**src/rtl/id_ex_stage.sv**
```systemverilog
// rtl/id_ex_stage.sv - ID/EX pipeline register with load-use hazard detection and EX forwarding
module id_ex_stage #(
   parameter int DW  = 32,
   parameter int CW  = 12,
   parameter int BCW = 16
) (
   input  logic           clk,
   input  logic           rst,
   input  logic           id_valid,
   input  logic [31:0]    id_pc,
   input  logic [4:0]     id_rs1,
   input  logic [4:0]     id_rs2,
   input  logic [4:0]     id_rd,
   input  logic [DW-1:0]  id_rd1,
   input  logic [DW-1:0]  id_rd2,
   input  logic [DW-1:0]  id_imm,
   input  logic           id_regwrite,
   input  logic           id_memread,
   input  logic [CW-1:0]  id_ctrl,
   input  logic           flush,
   input  logic           mem_regwrite,
   input  logic [4:0]     mem_rd,
   input  logic [DW-1:0]  mem_result,
   input  logic           wb_regwrite,
   input  logic [4:0]     wb_rd,
   input  logic [DW-1:0]  wb_result,
   output logic           stall,
   output logic           ex_valid,
   output logic [31:0]    ex_pc,
   output logic [4:0]     ex_rs1,
   output logic [4:0]     ex_rs2,
   output logic [4:0]     ex_rd,
   output logic [DW-1:0]  ex_imm,
   output logic           ex_regwrite,
   output logic           ex_memread,
   output logic [CW-1:0]  ex_ctrl,
   output logic [DW-1:0]  ex_a,
   output logic [DW-1:0]  ex_b,
   output logic [1:0]     fwd_a,
   output logic [1:0]     fwd_b,
   output logic [BCW-1:0] bubble_cnt
);

   logic [DW-1:0] ex_rd1;
   logic [DW-1:0] ex_rd2;
   logic          hz;

   // rs2 is compared even for instructions that ignore it; a spare bubble is harmless
   assign hz = id_valid & ex_valid & ex_memread & (ex_rd != 5'd0) &
               ((ex_rd == id_rs1) | (ex_rd == id_rs2));
   assign stall = hz & ~flush;

   always_ff @(posedge clk or negedge rst) begin
      if (!rst) begin
         ex_valid    <= 1'b0;
         ex_pc       <= '0;
         ex_rs1      <= '0;
         ex_rs2      <= '0;
         ex_rd       <= '0;
         ex_rd1      <= '0;
         ex_rd2      <= '0;
         ex_imm      <= '0;
         ex_regwrite <= 1'b0;
         ex_memread  <= 1'b0;
         ex_ctrl     <= '0;
         bubble_cnt  <= '0;
      end else if (flush || hz) begin
         ex_valid    <= 1'b0;
         ex_pc       <= '0;
         ex_rs1      <= '0;
         ex_rs2      <= '0;
         ex_rd       <= '0;
         ex_rd1      <= '0;
         ex_rd2      <= '0;
         ex_imm      <= '0;
         ex_regwrite <= 1'b0;
         ex_memread  <= 1'b0;
         ex_ctrl     <= '0;
         // only load-use bubbles are counted; flush bubbles are not
         if (!flush && bubble_cnt != {BCW{1'b1}})
            bubble_cnt <= bubble_cnt + {{(BCW-1){1'b0}}, 1'b1};
      end else begin
         ex_valid    <= id_valid;
         ex_pc       <= id_pc;
         ex_rs1      <= id_rs1;
         ex_rs2      <= id_rs2;
         ex_rd       <= id_rd;
         ex_rd1      <= id_rd1;
         ex_rd2      <= id_rd2;
         ex_imm      <= id_imm;
         ex_regwrite <= id_regwrite & id_valid;
         ex_memread  <= id_memread & id_valid;
         ex_ctrl     <= id_ctrl;
      end
   end

   // MEM is the younger producer, so it wins over WB
   always_comb begin
      fwd_a = 2'd0;
      ex_a  = ex_rd1;
      if (mem_regwrite && mem_rd != 5'd0 && mem_rd == ex_rs1) begin
         fwd_a = 2'd2;
         ex_a  = mem_result;
      end else if (wb_regwrite && wb_rd != 5'd0 && wb_rd == ex_rs1) begin
         fwd_a = 2'd1;
         ex_a  = wb_result;
      end
   end

   always_comb begin
      fwd_b = 2'd0;
      ex_b  = ex_rd2;
      if (mem_regwrite && mem_rd != 5'd0 && mem_rd == ex_rs2) begin
         fwd_b = 2'd2;
         ex_b  = mem_result;
      end else if (wb_regwrite && wb_rd != 5'd0 && wb_rd == ex_rs2) begin
         fwd_b = 2'd1;
         ex_b  = wb_result;
      end
   end

endmodule

```
**config.mk**
```make
export PLATFORM = sky130hd
export DESIGN_NAME = id_ex_stage
export DESIGN_NICKNAME = d
export VERILOG_FILES = /design/src/rtl/id_ex_stage.sv
export SDC_FILE = /design/constraint.sdc
export NUM_CORES = 1
export LEC_CHECK = 0
export CAP_MARGIN = 20
export CORE_MARGIN = 2
export CORE_UTILIZATION = 30
export CTS_BUF_LIST = sky130_fd_sc_hd__clkbuf_8 sky130_fd_sc_hd__clkbuf_16
export DETAILED_ROUTE_END_ITERATION = 6
export PLACE_DENSITY = 0.7
export SETUP_SLACK_MARGIN = 0.2
export SYNTH_ARGS = -nofsm -noshare
export SYNTH_HDL_FRONTEND = slang
export SYNTH_SLANG_ARGS = --single-unit
```
**constraint.sdc**
```tcl
create_clock -name clk -period 2.2 [get_ports clk]
set_input_delay 0.44 -clock clk [delete_from_list [all_inputs] [get_ports clk]]
set_output_delay 0.44 -clock clk [all_outputs]
set_load 0.05 [all_outputs]
```
==> results of run 1 <==
==> power breakdown <==
part / switching (W) / internal [W]
Combinational: 0.00131 / 0.00123
Sequential: 0.0000864 / 0.00335
Clock: 0.00141 / 0.00176
==> cell families (layout without fill, tap and decap cells) <==
| kind of cell | after synthesis | after routing | share of synthesized area |
|---|---|---|---|
| flops | 174 | 174 | 0.572 |
| mux | 65 | 65 | 0.0861 |
| fa+ha+maj | 1 | 1 | 0.00164 |
| buf+inv | 40 | 575 | 0.0301 |
| other cells | 0 | 1 | 0 |
| xor+xnor | 45 | 45 | 0.0517 |
| compound gates | 74 | 74 | 0.0519 |
| simple gates | 280 | 280 | 0.207 |
==> state kept, by name, summed over array words and instances (netlist names) <==
signal       cells
ex_ctrl         12
ex_rd            5
ex_rd1          32
ex_pc           32
ex_rd2          32
ex_imm          32
ex_regwrite      1
bubble_cnt      16
ex_rs1           5
ex_valid         1
ex_memread       1
ex_rs2           5
==> cells in the final DEF (no fill, tap or decap), types with 4 or more instances in the layout <==
master / count
nor3b_1: 4
dfrtp_2: 25
buf_4: 57
nand2_4: 17
xor2_1: 19
buf_12: 77
clkdlybuf4s50_1: 224
dlygate4sd2_1: 100
buf_6: 42
mux2i_1: 11
buf_8: 10
and2_1: 128
nand4_1: 5
dlymetal6s2s_1: 4
o21ai_4: 66
and2_4: 30
buf_16: 15
dfrtp_1: 149
xnor2_2: 14
buf_2: 6
xnor2_1: 8
inv_6: 7
nand3_1: 8
mux2i_4: 51
nand2_1: 24
clkbuf_16: 19
nor3_1: 8
nor2_1: 5
nand2_2: 30
==> layout make-up <==
cell class	instances	share of cell area
clock inverter	14	0.0103
sequential	174	0.263
tap	330	0.0247
multi-input combinational	465	0.298
timing repair buffer	541	0.377
clock buffer	18	0.0263
antenna	1	0.000150
inverter	2	0.000450
==> worst register-to-register path, cell delays in order, from the launching register on <==
cell     delay [ns]
dfrtp_2        0.46
xnor2_1        0.14
nand3_1        0.12
o22ai_2        0.11
buf_4          0.14
buf_4          0.14
a21oi_4        0.33
buf_12         0.28
and2_4         0.22
==> per-layer routing <==
metal	routed length, microns	global-route usage
met3	3120	0.0863
met1	11100	0.236
met5	0	0
met4	1240	0.0873
met2	17000	0.431
==> final timing paths <==
check | from | end | slack, ns | cells past startpoint
max | ex_rs2[4]$_DFF_PN0_ | ex_b[22] | -0.67 | 10
min in group asynchronous | rst | ex_rd1[30]$_DFF_PN0_ | 0.53 | 2
max in group asynchronous | rst | ex_rd1[4]$_DFF_PN0_ | 1.00 | 3
min | id_rs1[2] | ex_rs1[2]$_DFF_PN0_ | 0.33 | 2
min reg2reg | bubble_cnt[8]$_DFFE_PN0P_ | bubble_cnt[8]$_DFFE_PN0P_ | 0.49 | 1
max reg2reg | ex_rd[1]$_DFF_PN0_ | ex_pc[15]$_DFF_PN0_ | 0.21 | 8
==> per-stage QoR <==
stage	instances	total power (W)	setup slack [ns]	utilization
floorplan	679	0.00455	-0.182	-
global placement	1460	0.00574	-0.837	0.563
detailed placement	1460	0.00577	-0.843	0.563
CTS	1532	0.00911	-0.559	0.642
global route	1545	0.00950	-0.768	0.666
finish	1545	0.00914	-0.672	0.666
==> what timing repair did <==
item                                    in CTS  in global routing
gates resized for setup                    352                100
pin swaps                                   44                 65
endpoints found under the setup margin     243                 78
hold buffers                                 1                  0
hold endpoints to repair                    44                  0
buffers inserted                            27                 10
cloned                                      12                  2
==> flow_metrics.env, run 1 <==
export IMPL_postSynth_asyncResetShare=1.00
export IMPL_grt_max_degree=71
export IMPL_ir_drop_v=0.000416
export IMPL_die_y_microns=163
export IMPL_clk_path_buf_depth=2
export IMPL_rows=58
export IMPL_cts_tree="yes"
export IMPL_synthFlopType="dfrtp_1"
export IMPL_arrival_ns=2.43
export IMPL_clock_latency_ns=0.43
export IMPL_violations="negative setup slack"
export IMPL_cap_violations=0
export IMPL_fill_cells=1782
export IMPL_crit_top_cell="buf_12"
export IMPL_grt_setup_unrepaired="yes"
export IMPL_hold_path_class="in -> reg"
export IMPL_critPathKind="reg -> out"
export IMPL_slew_limit_headroom=0.612
export IMPL_critPathMaxFanout=5
export IMPL_cp_top_family="buffers and inverters"
export IMPL_antenna_left=0
export IMPL_vias=7221
export IMPL_endpoint_kind="output pin"
export IMPL_track_usage=0.232
export IMPL_first_pass_iters=4
export IMPL_tightest_slew_ns=0.584
export IMPL_route_detailed_drc=0
export IMPL_grt_antenna_before_repair=1
export IMPL_critPathSlowestCell="dfrtp_2"
export IMPL_design_area_sq_um=16700
export IMPL_yosys_area_top_type_share=0.572
export IMPL_dr_first_iter_drc_count=368
export IMPL_syn_to_final_growth_pct=119
export IMPL_dp_hpwl_microns=21300
export IMPL_gp_congestion=0.814
export IMPL_power_density_nw_per_um2=548
export IMPL_hold_violations=0
export IMPL_cts_sinks=174
export IMPL_clkTransAtPathRegs_ns=0.07
export IMPL_numCtsBuffers=17
export IMPL_gr_total_overflow=0
export IMPL_path_cells="xnor2_2, nand4_1, nor3_4, buf_6, buf_12, buf_12, buf_12, mux2i_4, o21ai_4, buf_6"
export IMPL_fin_worst_skew_ns=0.0129
export IMPL_coreArea_sq_um=25000
export IMPL_syn_nets=917
export IMPL_synth_edff_count=0
export IMPL_postPlaceCellArea_sq_um=14100
export IMPL_critical_path_buf_inv_count=5
export IMPL_drive_gt1_frac=0.414
export IMPL_die_area_sq_um=26700
export IMPL_h_tree_depth=4
export IMPL_fin_hold_ws_ns=0.331
export IMPL_grt_pass1_wl_microns=46000
export IMPL_ys_seq_area_frac=0.572
export IMPL_yosysWarnings=0
export IMPL_viasPerCell=4.67
export IMPL_cp_start_kind="flip-flop"
export IMPL_period_minus_slack_ns=2.87
export IMPL_grt_pass1_vias=7929
export IMPL_ys_ff_latch=174
export IMPL_ios=416
export IMPL_cts_root_buf="clkbuf_16"
export IMPL_synth_area_per_cell_sq_um=11.2
export IMPL_post_route_worst_setup_slack_ns=-0.672
export IMPL_postSynthCellCount=679
export IMPL_yosysMostFrequentCell="dfrtp_1"
export IMPL_nNetsFinal=1439
export IMPL_setup_violations=68
export IMPL_maxSlewViolCount=0
export IMPL_seqCellArea_sq_um=4390
export IMPL_yosysUniqueCellTypes=38
export IMPL_synth_area_leaders="dfrtp_1 (57%), and2_1 (13%), mux2i_1 (8.4%)"
export IMPL_setup_tns_ns=-39.66
export IMPL_p_leak_nw=7.27
export IMPL_netlist_area_sq_um=7620
export IMPL_status="complete, but fails checks"
export IMPL_ys_top_cells_by_count="dfrtp_1 (174), and2_1 (158), nand2_1 (71)"
export IMPL_yosysTopAreaCell="dfrtp_1"
export IMPL_port_buffers=415
export IMPL_drt_total_wl_microns=32500
export IMPL_start_util=0.304
export IMPL_fp_dieW_microns=163
export IMPL_multi_input_area_sq_um=4980
export IMPL_critPathRequiredTime_ns=1.76
export IMPL_period_share=1.31
export IMPL_routedWlPerCell_microns=21.0
export IMPL_fmaxAchievable_mhz=348
export IMPL_critical_path_max_stage_delay_ns=0.44
Note: power is estimated with default switching activity, not from simulation.
==> run 2: changes to the inputs <==
--- a/config.mk
+++ b/config.mk
@@ -5,7 +5,6 @@
 export SDC_FILE = /design/constraint.sdc
 export NUM_CORES = 1
 export LEC_CHECK = 0
-export CAP_MARGIN = 20
 export CORE_MARGIN = 2
 export CORE_UTILIZATION = 30
 export CTS_BUF_LIST = sky130_fd_sc_hd__clkbuf_8 sky130_fd_sc_hd__clkbuf_16
==> results of run 2 <==
The final DEF is identical to that of run 1; final timing and power are the same.
==> run 3: changes to the inputs <==
--- a/config.mk
+++ b/config.mk
@@ -9,8 +9,10 @@
 export CORE_UTILIZATION = 30
 export CTS_BUF_LIST = sky130_fd_sc_hd__clkbuf_8 sky130_fd_sc_hd__clkbuf_16
 export DETAILED_ROUTE_END_ITERATION = 6
-export PLACE_DENSITY = 0.7
+export DONT_BUFFER_PORTS = 1
+export PLACE_DENSITY = 0.48
 export SETUP_SLACK_MARGIN = 0.2
 export SYNTH_ARGS = -nofsm -noshare
 export SYNTH_HDL_FRONTEND = slang
 export SYNTH_SLANG_ARGS = --single-unit
+export TNS_END_PERCENT = 20
==> run 3 against run 2 <==
Against the previous run: the run ends with negative hold slack, negative setup slack left; routed wire length is 21% lower; sequential cell count stayed put; combinational power is 41% lower; final area is 22% lower; clock power is 5% lower; total power is 10% lower; critical path type unchanged.
==> flow_metrics.env, run 3 (synthesis results as in run 1) <==
export IMPL_clock_latency_ns=0.42
export IMPL_post_route_worst_setup_slack_ns=-0.532
export IMPL_die_y_microns=163
export IMPL_rows=58
export IMPL_grt_max_degree=175
export IMPL_port_buffers=0
export IMPL_power_density_nw_per_um2=633
export IMPL_h_tree_depth=4
export IMPL_hold_violations=174
export IMPL_ios=416
export IMPL_first_pass_iters=4
export IMPL_maxSlewViolCount=0
export IMPL_arrival_ns=2.29
export IMPL_layout_common_cells="dfrtp_1 (164), and2_1 (157), buf_12 (88), o21ai_4 (64), buf_4 (46)"
export IMPL_grt_pass1_wl_microns=37400
export IMPL_cap_violations=0
export IMPL_final_util=0.518
export IMPL_ir_drop_v=0.000447
export IMPL_die_area_sq_um=26700
export IMPL_path_cells="buf_12, xnor2_4, nand3_2, nor4_4, buf_6, buf_12, buf_12, buf_16, nand2_2, o21ai_4, buf_12"
export IMPL_numCtsBuffers=17
export IMPL_grt_antenna_before_repair=7
export IMPL_route_detailed_drc=0
export IMPL_dp_cells=1106
export IMPL_fin_hold_ws_ns=-0.285
export IMPL_vias=5696
export IMPL_p_leak_nw=5.37
export IMPL_fmaxAchievable_mhz=366
export IMPL_gr_total_overflow=0
export IMPL_coreArea_sq_um=25000
export IMPL_gp_congestion=0.880
export IMPL_cp_start_kind="flip-flop"
export IMPL_critPathKind="reg -> out"
export IMPL_syn_to_final_growth_pct=70.4
export IMPL_layout_commonest_cell="dfrtp_1"
export IMPL_clkTransAtPathRegs_ns=0.07
export IMPL_cts_root_buf="clkbuf_16"
export IMPL_drive_gt1_frac=0.505
export IMPL_tightest_slew_ns=0.589
export IMPL_fp_dieW_microns=163
export IMPL_viasPerCell=4.81
export IMPL_setup_violations=69
export IMPL_period_share=1.24
export IMPL_finalNonFillerCells=1184
export IMPL_clk_path_buf_depth=2
export IMPL_violations="negative hold slack, negative setup slack"
export IMPL_drt_total_wl_microns=25800
export IMPL_cts_sinks=174
export IMPL_grt_setup_unrepaired="yes"
export IMPL_endpoint_kind="output pin"
export IMPL_slew_limit_headroom=0.608
export IMPL_routedWlPerCell_microns=21.8
export IMPL_critPathSlowestCell="dfrtp_2"
export IMPL_crit_top_cell="buf_12"
export IMPL_dr_first_iter_drc_count=191
export IMPL_nNetsFinal=1074
export IMPL_critical_path_buf_inv_count=6
export IMPL_track_usage=0.188
export IMPL_cts_tree="yes"
export IMPL_status="complete, but fails checks"
export IMPL_grt_pass1_vias=6173
export IMPL_fin_worst_skew_ns=0.0112
export IMPL_critPathMaxFanout=10
export IMPL_design_area_sq_um=13000
export IMPL_start_util=0.304
export IMPL_setup_tns_ns=-30.88
export IMPL_critPathRequiredTime_ns=1.76
export IMPL_period_minus_slack_ns=2.73
export IMPL_dp_hpwl_microns=18600
export IMPL_postPlaceCellArea_sq_um=10500
export IMPL_hold_path_class="in -> async"
export IMPL_antenna_left=0
export IMPL_critical_path_max_stage_delay_ns=0.45
export IMPL_cp_top_family="buffers and inverters"
-- run 3: cell count changes in the layout (fill, tap and decap cells not counted), sizes merged, moves of 2 or more --
cell	before	now
clkdlybuf4s15	2	0
dlymetal6s2s	4	0
inv	12	10
diode	1	5
clkdlybuf4s50	224	0
clkbuf	21	18
clkinvlp	1	3
buf	207	176
dlygate4sd2	100	0
-- run 3: report_power, final --
| group | internal [W] | switching (W) |
|---|---|---|
| Clock | 0.00164 | 0.00136 |
| Combinational | 0.000759 | 0.000752 |
| Sequential | 0.00334 | 0.000365 |
| Total | 0.00574 | 0.00247 |
-- run 3: final cells by class --
type	count	area, sq um
Fill cell	2059	12100
Multi-Input combinational cell	465	4730
Sequential cell	174	4370
Timing Repair Buffer	176	2860
Clock buffer	18	439
Tap cell	330	413
Clock inverter	14	153
Antenna cell	5	12.5
Inverter	2	7.51
-- run 3: worst register-to-register path, delay by kind of cell (launching register included) --
| kind | cells | cell delay [ns] |
|---|---|---|
| and+or+nand+nor | 3 | 0.73 |
| DFF | 1 | 0.41 |
| muxes | 1 | 0.31 |
| AOI/OAI and AO/OA | 1 | 0.28 |
| adders and majority gates | 1 | 0.17 |
-- run 3: worst paths after layout --
| path | slack, ns | start | end | cells past startpoint |
|---|---|---|---|---|
| min in group clk | 0.14 | id_rd1[21] | ex_rd1[21]$_DFF_PN0_ | 1 |
| worst max register to register | 0.19 | bubble_cnt[0]$_DFFE_PN0P_ | bubble_cnt[1]$_DFFE_PN0P_ | 6 |
| worst max-delay path | -0.53 | ex_rs1[2]$_DFF_PN0_ | ex_a[28] | 11 |
| max in group asynchronous | 2.26 | rst | ex_rd[4]$_DFF_PN0_ | 0 |
| worst min register to register | 0.68 | bubble_cnt[8]$_DFFE_PN0P_ | bubble_cnt[8]$_DFFE_PN0P_ | 2 |
| worst min-delay path | -0.28 | rst | ex_rd1[8]$_DFF_PN0_ | 0 |
-- run 3: per-layer routing --
metal / part of all wire / routed length [microns] / up-vias / track usage
met1: 0.33 / 8490 / 2789 / 0.194
li1: - / - / 2558 / -
met4: 0.029 / 738 / 4 / 0.0628
met3: 0.12 / 2970 / 48 / 0.0848
met5: 0.0010 / 27 / - / 0
met2: 0.53 / 13600 / 297 / 0.338
-- run 3: through the flow --
step | worst slack [ns] | total power [W]
global route | -0.671 | 0.00855
finish | -0.532 | 0.00822
floorplan | -0.182 | 0.00453
detailed placement | -0.409 | 0.00508
global placement | -0.391 | 0.00506
CTS | -0.543 | 0.00826
-- run 3: timing repair --
action / in CTS / in global routing
buffers inserted: 30 / 1
hold endpoints to repair: 174 / 174
gates resized for setup: 187 / 81
cloned: 10 / 0
pin swaps: 18 / 19
setup endpoints to repair: 210 / 143
